File: config.mk
export PLATFORM = sky130hd
export DESIGN_NAME = wr_ddr_burst_ctrl
export DESIGN_NICKNAME = d
export VERILOG_FILES = /design/src/rtl/wr_ddr_burst_ctrl_pkg.sv /design/src/rtl/wr_ddr_burst_ctrl.sv
export SDC_FILE = /design/constraint.sdc
export NUM_CORES = 1
export LEC_CHECK = 0
export BUFFER_PORTS_ARGS = -buffer_cell sky130_fd_sc_hd__buf_2
export CORE_AREA = 4 4 441 443
export CTS_BUF_LIST = sky130_fd_sc_hd__clkbuf_4 sky130_fd_sc_hd__clkbuf_8
export DETAILED_ROUTE_END_ITERATION = 10
export DIE_AREA = 0 0 445 447
export GPL_ROUTABILITY_DRIVEN = 0
export HOLD_SLACK_MARGIN = 0.12
export PLACE_DENSITY_LB_ADDON = 0.1
export SLEW_MARGIN = 5
export SYNTH_ARGS = -nofsm -noshare
export SYNTH_HDL_FRONTEND = slang
export SYNTH_SLANG_ARGS = --single-unit
File: constraint.sdc
create_clock -name ui_clk -period 2.8 [get_ports ui_clk]
set_clock_uncertainty 0.05 [all_clocks]
set_input_delay 0.28 -clock ui_clk [delete_from_list [all_inputs] [get_ports ui_clk]]
set_output_delay 0.28 -clock ui_clk [all_outputs]
set_load 0.005 [all_outputs]
File: src/rtl/wr_ddr_burst_ctrl_pkg.sv
// Shared types and widths for the DDR4 write-burst controller.
package wr_ddr_burst_ctrl_pkg;

    typedef enum logic [1:0] {
        ST_IDLE  = 2'd0,
        ST_BURST = 2'd1,
        ST_DRAIN = 2'd2
    } state_e;

    localparam logic [2:0] APP_CMD_WRITE = 3'b000;
    localparam logic [2:0] APP_CMD_READ  = 3'b001;

    localparam int APP_DATA_W = 512;
    localparam int APP_ADDR_W = 29;
    localparam int APP_MASK_W = 64;
    localparam int CNT_W      = 6;

endpackage

File: src/rtl/wr_ddr_burst_ctrl.sv
// Moves BURST_LEN-beat bursts from a FWFT write FIFO into the DDR4 app write interface.
// Latency: burst starts the cycle after FIFO occupancy reaches BURST_LEN; one beat per cycle when ready.
// Backpressure: command and data channels stall independently on app_rdy / app_wdf_rdy; nothing is skipped or repeated.
module wr_ddr_burst_ctrl
    import wr_ddr_burst_ctrl_pkg::*;
#(
    parameter int BURST_LEN   = 16,
    parameter int FRAME_BEATS = 129600,
    parameter int ADDR_STEP   = 8
) (
    input  logic                  ui_clk,
    input  logic                  ui_clk_sync_rst,
    input  logic                  init_calib_complete,
    input  logic [CNT_W-1:0]      p0_wr_count,
    input  logic                  p0_wr_empty,
    input  logic [APP_DATA_W-1:0] p0_wr_dout,
    output logic                  p0_rd_en,
    input  logic                  app_rdy,
    input  logic                  app_wdf_rdy,
    output logic                  app_en,
    output logic [2:0]            app_cmd,
    output logic [APP_ADDR_W-1:0] app_addr,
    output logic                  app_wdf_wren,
    output logic                  app_wdf_end,
    output logic [APP_DATA_W-1:0] app_wdf_data,
    output logic [APP_MASK_W-1:0] app_wdf_mask,
    output logic                  frame_done,
    output logic                  busy
);

    localparam int BIDX_W = (FRAME_BEATS > 1) ? $clog2(FRAME_BEATS) : 1;
    localparam logic [BIDX_W-1:0]     LAST_BEAT = BIDX_W'(FRAME_BEATS - 1);
    localparam logic [CNT_W-1:0]      BURST_CNT = CNT_W'(BURST_LEN);
    localparam logic [APP_ADDR_W-1:0] STEP      = APP_ADDR_W'(ADDR_STEP);

    state_e                  state_q;
    state_e                  state_d;
    logic [CNT_W-1:0]        cmd_cnt;
    logic [CNT_W-1:0]        dat_cnt;
    logic [BIDX_W-1:0]       beat_idx;
    logic [APP_ADDR_W-1:0]   addr_q;
    logic                    frame_done_q;
    logic                    in_burst;
    logic                    cmd_done;
    logic                    dat_done;
    logic                    cmd_acc;
    logic                    dat_acc;
    logic                    start;

    assign in_burst = (state_q != ST_IDLE);
    assign cmd_done = (cmd_cnt == BURST_CNT);
    assign dat_done = (dat_cnt == BURST_CNT);
    assign start    = (state_q == ST_IDLE) && init_calib_complete && (p0_wr_count >= BURST_CNT);

    // Reset gates the handshakes combinationally so an abandoned burst gets no extra beat.
    assign app_en       = in_burst && !cmd_done && !ui_clk_sync_rst;
    assign app_wdf_wren = in_burst && !dat_done && !p0_wr_empty && !ui_clk_sync_rst;
    assign cmd_acc      = app_en && app_rdy;
    assign dat_acc      = app_wdf_wren && app_wdf_rdy;

    assign p0_rd_en     = dat_acc;
    assign app_wdf_data = p0_wr_dout;
    assign app_wdf_end  = app_wdf_wren;
    assign app_wdf_mask = '0;
    assign app_cmd      = APP_CMD_WRITE;
    assign app_addr     = addr_q;
    assign frame_done   = frame_done_q;
    assign busy         = in_burst;

    always_comb begin
        state_d = state_q;
        case (state_q)
            ST_IDLE: begin
                if (start) state_d = ST_BURST;
            end
            ST_BURST: begin
                if (cmd_done && dat_done)      state_d = ST_IDLE;
                else if (cmd_done || dat_done) state_d = ST_DRAIN;
            end
            ST_DRAIN: begin
                if (cmd_done && dat_done) state_d = ST_IDLE;
            end
            default: state_d = ST_IDLE;
        endcase
    end

    always_ff @(posedge ui_clk) begin
        if (ui_clk_sync_rst) begin
            state_q      <= ST_IDLE;
            cmd_cnt      <= '0;
            dat_cnt      <= '0;
            beat_idx     <= '0;
            addr_q       <= '0;
            frame_done_q <= 1'b0;
        end else begin
            state_q      <= state_d;
            frame_done_q <= 1'b0;
            if (start) begin
                cmd_cnt <= '0;
                dat_cnt <= '0;
            end else begin
                if (cmd_acc) cmd_cnt <= cmd_cnt + 1'b1;
                if (dat_acc) dat_cnt <= dat_cnt + 1'b1;
            end
            // Address tracks beat_idx incrementally instead of multiplying.
            if (cmd_acc) begin
                if (beat_idx == LAST_BEAT) begin
                    beat_idx     <= '0;
                    addr_q       <= '0;
                    frame_done_q <= 1'b1;
                end else begin
                    beat_idx <= beat_idx + 1'b1;
                    addr_q   <= addr_q + STEP;
                end
            end
        end
    end

endmodule

==> metrics.txt, run 1 <==
most frequent cell after synthesis=buf_4; multiplexer area fraction after synthesis=0%; Worst-Margin Slew=1194 ps; Tmin final=2358 ps; total wire length=35110 um; commonest cells in the netlist=buf_4 (583), dfxtp_1 (58), nor2_1 (41); met3 wire len=8688 um; part of the cycle the worst path needs=84.20%; highest routed metal layer=met5; Unique masters post-synth=48; Final Net Count=978; via/cell ratio=1.220; post-synthesis simple-gate area fraction=12.31%; Starting Density=3.805%; port bufs=39; drt pass-1 iters=4; worst-path fanout max=5; unrepaired setup endpoints after global routing=false; share of flip-flops with an asynchronous set or reset=0%; R2R cell count=8; synthesized cell area=7228 sq um; antenna viol nets, final=0; EDFF count, synth=0; Max Freq=424.2 MHz; min-delay src=ui_clk_sync_rst; die height=447 um; CTS tree=done; met2 wire length=13760 um; post-synthesis cell count=916; first-pass GRT wire length=42250 um; Worst Setup Start Kind=flop; Wirelength per Cell=11.84 um; Inserted Clock Buffers=9; status=finished, final reports clean; power density cells=274.2 nW/um^2; die width=445 um; RR Endpoint=app_addr[21]; clk buf depth=2; clock latency on the worst-skew pair=380 ps; crit path DAT=2030 ps; overall routing resource usage=3.252%; met1 WL=8155 um; die area=198900 sq um; DP HPWL=27960 um; WHS=278.5 ps; CTS root buf=clkbuf_8; # H-tree levels=3; I/O pins=1138; synthesized flop and latch total=58; WHS Path Cells=3; hold path endpoint=beat_idx[8]; xor/xnor share of the synthesized area=4.241%; top-area cell type share of the netlist area=60.55%; Final Max Slew Viols=0; setup ws final=442.4 ps; total number of vias=3615; Max Cap Viol=0; DR iter-0 viols=115; vias in the first global route=3751; Worst R2R Setup Slack=680 ps; Worst-path clk slew=80 ps; fraction of layout instances using a drive strength above 1=17.22%; Power Total=1.823 mW; Core Rows=160; largest net degree at the start of global routing=37; dpl ws=463.5 ps; Final Hold Vio Count=0; LEAKAGE=1.426 nW; Critical Path RT=2470 ps; Final Setup Violations=0; antenna violations before repair=1; Relative slew margins=20.21%; synth warn=0; Compound-Gate Fraction of Synth Area=4.189%; top cells by area, synth=buf_4 (61%), dfxtp_1 (16%), xnor2_1 (2.8%); P&R area growth vs syn=-8.014%; adder-cell share of the synthesized area=1.039%; Setup TNS Final=0 ps; combinational family with the most area after synthesis=buffers and inverters; Mean Syn Cell Area=7.891 sq um; setup bufs post-CTS=0; DRC violations left=0; Synth area leader=buf_4; Hold Path Class=in2reg; GRT overflow=0; core area=190000 sq um; CP endpoint kind=output port; Sink Count=58; Peak supply drop=0.1978 mV; Synth Flop Type=dfxtp_1; crit path launch=cmd_cnt[0]; total inserted antenna cells=0; Critical R2R Launch=cmd_cnt[0]; final core occ=3.500%; Seq/Total Area, Yosys=16.06%; WS Path Type=reg2out
==> where the power goes <==
| part | internal (mW) | total (mW) | switching, mW | leakage (nW) |
|---|---|---|---|---|
| registers | 0.828 | 0.833 | 0.00485 | 0.467 |
| logic | 0.0241 | 0.104 | 0.0799 | 0.848 |
| clock network | 0.490 | 0.887 | 0.397 | 0.111 |
| total | 1.34 | 1.82 | 0.482 | 1.43 |
==> cell type report <==
cell class | instances | area [sq um]
fill | 22540 | 183300
tap | 2511 | 3142
multi-input combinational | 323 | 1839
sequential | 58 | 1161
timing repair buffer | 46 | 260.3
clock buffer | 14 | 173.9
inverter | 10 | 37.54
clock inverter | 2 | 35.03
==> cells in the final DEF (no fill, tap or decap), drive strengths merged, types with 2 or more instances in the layout <==
cell	n
nor4	11
dfxtp	58
nor3	14
nand4bb	2
clkbuf	14
or4	3
buf	46
and2	3
and3	4
conb	70
ha	6
o21ai	14
nand4	14
o2111ai	2
or3	11
xnor2	23
xor2	12
nand3	16
nand2	34
and4	5
a21oi	23
or2	3
inv	10
nor2	41
==> sequential cells by signal (all words and copies together), names as in the netlist <==
signal,count
frame_done,1
dat_cnt,6
state_q,2
cmd_cnt,6
app_addr,26
beat_idx,17
==> how the worst max path moves through the flow <==
stage	to	slack [ps]
6_report	app_en	440
3_3_place_gp	app_en	470
3_5_place_dp	app_en	460
4_1_cts	app_en	2
5_1_grt	app_en	200
2_1_floorplan	app_addr[22]	960
==> metrics by stage <==
stage          cells  instance area [sq um]
2_1_floorplan    985                   7487
3_3_place_gp    2948                   6437
3_5_place_dp    2948                   6437
4_1_cts         2964                   6646
5_1_grt         2964                   6649
6_report        2964                   6649
==> cell families (layout without fill, tap and decap cells) <==
| logic type | after synthesis | in the layout |
|---|---|---|
| simple gates | 165 | 165 |
| fa+ha+maj | 6 | 6 |
| flops | 58 | 58 |
| compound gates | 47 | 47 |
| other cells | 1 | 70 |
| xor+xnor | 35 | 35 |
| buf+inv | 604 | 72 |
==> critical path, cell delays in order (launching register included) <==
cell	delay, ps
dfxtp_1	360
inv_1	90
ha_1	210
nand4bb_4	170
nor2_2	350
nor2_1	140
buf_4	190
buf_2	130
==> layer usage <==
layer  up-vias  global-route usage [%]
li1       1330                       -
met1      1520                   2.127
met2       516                   4.167
met3       239                   3.936
met4        10                   3.500
met5         -                   1.929
==> what timing repair did <==
item	4_1_cts	5_1_grt
resized for setup	0	1
endpoints found under the setup margin	0	1
hold buffers	0	0
Note: power is estimated with default switching activity, not from simulation.
==> inputs of run 2 (changes only) <==
--- a/config.mk
+++ b/config.mk
@@ -5,11 +5,12 @@
 export SDC_FILE = /design/constraint.sdc
 export NUM_CORES = 1
 export LEC_CHECK = 0
+export ABC_AREA = 1
 export BUFFER_PORTS_ARGS = -buffer_cell sky130_fd_sc_hd__buf_2
-export CORE_AREA = 4 4 441 443
+export CORE_AREA = 4 4 440 442
 export CTS_BUF_LIST = sky130_fd_sc_hd__clkbuf_4 sky130_fd_sc_hd__clkbuf_8
 export DETAILED_ROUTE_END_ITERATION = 10
-export DIE_AREA = 0 0 445 447
+export DIE_AREA = 0 0 444 446
 export GPL_ROUTABILITY_DRIVEN = 0
 export HOLD_SLACK_MARGIN = 0.12
 export PLACE_DENSITY_LB_ADDON = 0.1
==> constraint.sdc (replaced) <==
create_clock -name ui_clk -period 2.13 [get_ports ui_clk]
set_clock_uncertainty 0.05 [all_clocks]
set_input_delay 0.213 -clock ui_clk [delete_from_list [all_inputs] [get_ports ui_clk]]
set_output_delay 0.213 -clock ui_clk [all_outputs]
set_load 0.005 [all_outputs]
==> run 2 against run 1 <==
Sequential power rose by 34%. Critical path type unchanged. Register-to-register slack got worse by 490 ps. Sequential share of layout area fell by 1.6 points. Final cell count rose by 6.8%.
==> metrics.txt, run 2 <==
status=finished, final reports clean (unchanged); die area=198000 sq um (was 198900 sq um); WS Path Type=reg2out (unchanged); CTS root buf=clkbuf_8 (unchanged); largest net degree at the start of global routing=19 (was 37); most frequent cell after synthesis=buf_4 (unchanged); commonest cells in the netlist=buf_4 (587), nand2_1 (118), nor2_1 (101) (was buf_4 (583), dfxtp_1 (58), nor2_1 (41)); Final Hold Vio Count=0 (unchanged); DP HPWL=35230 um (was 27960 um); Final Net Count=1180 (was 978); dpl cell area=7032 sq um (was 6437 sq um); Core Rows=160 (unchanged); clock latency on the worst-skew pair=390 ps (was 380 ps); top-area cell type share of the netlist area=58.51% (was 60.55%); Mean Syn Cell Area=6.999 sq um (was 7.891 sq um); synthesized flop and latch total=58 (unchanged); overall routing resource usage=3.889% (was 3.252%); Starting Density=3.972% (was 3.805%); port bufs=39 (unchanged); first-pass GRT wire length=49670 um (was 42250 um); fraction of layout instances using a drive strength above 1=18.78% (was 17.22%); die width=444 um (was 445 um); Synth area leader=buf_4 (unchanged); Tmin final=1971 ps; Synth Flop Type=dfxtp_1 (unchanged); Seq/Total Area, Yosys=15.42% (was 16.06%); share of flip-flops with an asynchronous set or reset=0% (unchanged); Max Freq=507.4 MHz; dpl ws=-49.23 ps (was 463.5 ps); synthesized cell area=7531 sq um (was 7228 sq um); Worst Setup Start Kind=flop (unchanged); total number of vias=4414 (was 3615); # H-tree levels=3 (unchanged); setup ws final=159.1 ps (was 442.4 ps); GRT overflow=0 (unchanged); LEAKAGE=1.943 nW (was 1.426 nW); CP endpoint kind=output port (unchanged); Peak supply drop=0.2400 mV (was 0.1978 mV); most common cell after layout, fill and taps aside=nand2_1 (was conb_1); Final Instance Area=7335 sq um (was 6649 sq um); I/O pins=1138 (unchanged); WHS=192.8 ps (was 278.5 ps); DRC violations left=0 (unchanged); part of the cycle the worst path needs=92.53%; core area=189600 sq um (was 190000 sq um); CTS tree=done (unchanged); worst-path fanout max=8 (was 5); unrepaired setup endpoints after global routing=false (unchanged); slowest stage delay, CP=370 ps (was 360 ps); Unique masters post-synth=29 (was 48); top cells by area, synth=buf_4 (59%), dfxtp_1 (15%), nand2_1 (5.9%) (was buf_4 (61%), dfxtp_1 (16%), xnor2_1 (2.8%)); Critical Path RT=1870 ps (was 2470 ps); Hold Path Class=in2reg (unchanged); P&R area growth vs syn=-2.608% (was -8.014%); Relative slew margins=57.38% (was 20.21%); setup bufs post-CTS=0 (unchanged); Final Max Slew Viols=0 (unchanged); Worst-path clk slew=80 ps (about the same); power density cells=386.2 nW/um^2 (was 274.2 nW/um^2); CP max-delay cell=dfxtp_1 (unchanged); Setup TNS Final=0 ps (unchanged); antenna viol nets, final=0 (unchanged); Largest register FFs=26 (unchanged); total wire length=41220 um (was 35110 um); die height=446 um (was 447 um); Wirelength per Cell=13.01 um (was 11.84 um); Crit path max-delay family=buffers and inverters (was simple AND/OR/NAND/NOR gates); antenna violations before repair=5 (was 1); Power Total=2.833 mW (was 1.823 mW); fin cells=3167 (was 2964); crit path DAT=1710 ps (was 2030 ps); register area=1161 sq um (unchanged); most frequent cells in the layout=nand2_1 (117), nor2_1 (98), conb_1 (70) (was conb_1 (70), dfxtp_1 (58), nor2_1 (40)); synth warn=0 (unchanged); critical path, cell by cell=inv_1 > ha_1 > nand4_1 > nand3_4 > inv_2 > buf_2 (was inv_1 > ha_1 > nand4bb_4 > nor2_2 > nor2_1 > buf_4 > buf_2); Sink Count=58 (unchanged); total placed cells including tap cells=3147 (was 2948); Worst-Margin Slew=637.8 ps (was 1194 ps); Max Cap Viol=0 (unchanged); multi-input logic area=2051 sq um (was 1839 sq um); DR iter-0 viols=181 (was 115); clk buf depth=2 (unchanged); Worst Path Buf+Inv=3 (unchanged); EDFF count, synth=0 (unchanged); drt pass-1 iters=6 (was 4); Final Setup Violations=0 (unchanged); Inserted Clock Buffers=9 (unchanged); vias in the first global route=4546 (was 3751); post-synthesis cell count=1076 (was 916); final core occ=3.869% (was 3.500%); # fillers=22530 (was 22540); via/cell ratio=1.394 (was 1.220)
## run 2: changes by cell type in the layout (fill, tap and decap cells not counted), sizes merged, moves of 10 or more
| cell | previous run | this run |
|---|---|---|
| a21oi | 23 | 34 |
| or3 | 11 | 0 |
| nand2 | 34 | 118 |
| inv | 10 | 50 |
| xnor2 | 23 | 3 |
| nor4 | 11 | 1 |
| nor2 | 41 | 111 |
| xor2 | 12 | 2 |
| nand3 | 16 | 57 |
| buf | 46 | 83 |
## run 2: power by group
group          total (mW)  internal, mW  switching (mW)
logic               0.410         0.133           0.277
registers            1.12          1.10          0.0143
clock network        1.30         0.736           0.568
## run 2: cells by family after synthesis
kind of cell             count (synthesis)  synth area share [%]
XOR/XNOR                                 5                0.5816
other                                    1               0.04979
adder cells (fa/ha/maj)                  6                0.9968
AND/OR/NAND/NOR                        314                 18.14
buffers and inverters                  642                 61.42
flip-flops                              58                 15.42
AO/OA/AOI/OAI                           50                 3.389
## run 2: layout make-up
| class | instances | area share [%] |
|---|---|---|
| antenna | 1 | 0.03412 |
| clock buffer | 12 | 2.166 |
| clock inverter | 4 | 1.006 |
| inverter | 50 | 2.559 |
| multi-input combinational | 446 | 27.96 |
| sequential | 58 | 15.83 |
| tap | 2511 | 42.84 |
| timing repair buffer | 85 | 7.608 |
## run 2: final timing paths
kind / from / to / slack, ps / cells past startpoint
worst min-delay path: p0_wr_empty / dat_cnt[3] / 190 / 5
worst min register to register: cmd_cnt[1] / cmd_cnt[1] / 440 / 2
worst max-delay path: dat_cnt[0] / p0_rd_en / 160 / 6
worst max register to register: cmd_cnt[0] / app_addr[10] / 190 / 13
## run 2: timing repair
item                                    4_1_cts  5_1_grt
pin swaps                                     0        1
gates cloned                                  1        0
hold buffers                                  2        0
resized for setup                             4        6
endpoints found under the setup margin       36       18
hold endpoints to repair                      2        0
## run 2: worst reg2reg max path, cell delays in order, from the launching register on
cell,delay [ps]
dfxtp_1,330
inv_1,60
ha_1,210
nand2_1,80
inv_1,50
nand3_2,80
nand3_4,80
buf_4,160
buf_4,220
nor2_2,190
nand2_1,120
nand2_1,90
nand2_1,50
nor2_1,110
## run 2: routing by layer
metal / vias to the layer above / wire length [um] / track usage (%) / share of wire (%)
met5: - / 235 / 1.099 / 0.57
met4: 6 / 2818 / 2.881 / 6.8
met3: 198 / 9741 / 4.242 / 24
met2: 538 / 20170 / 6.624 / 49
met1: 1843 / 8249 / 2.110 / 20
li1: 1829 / - / - / -
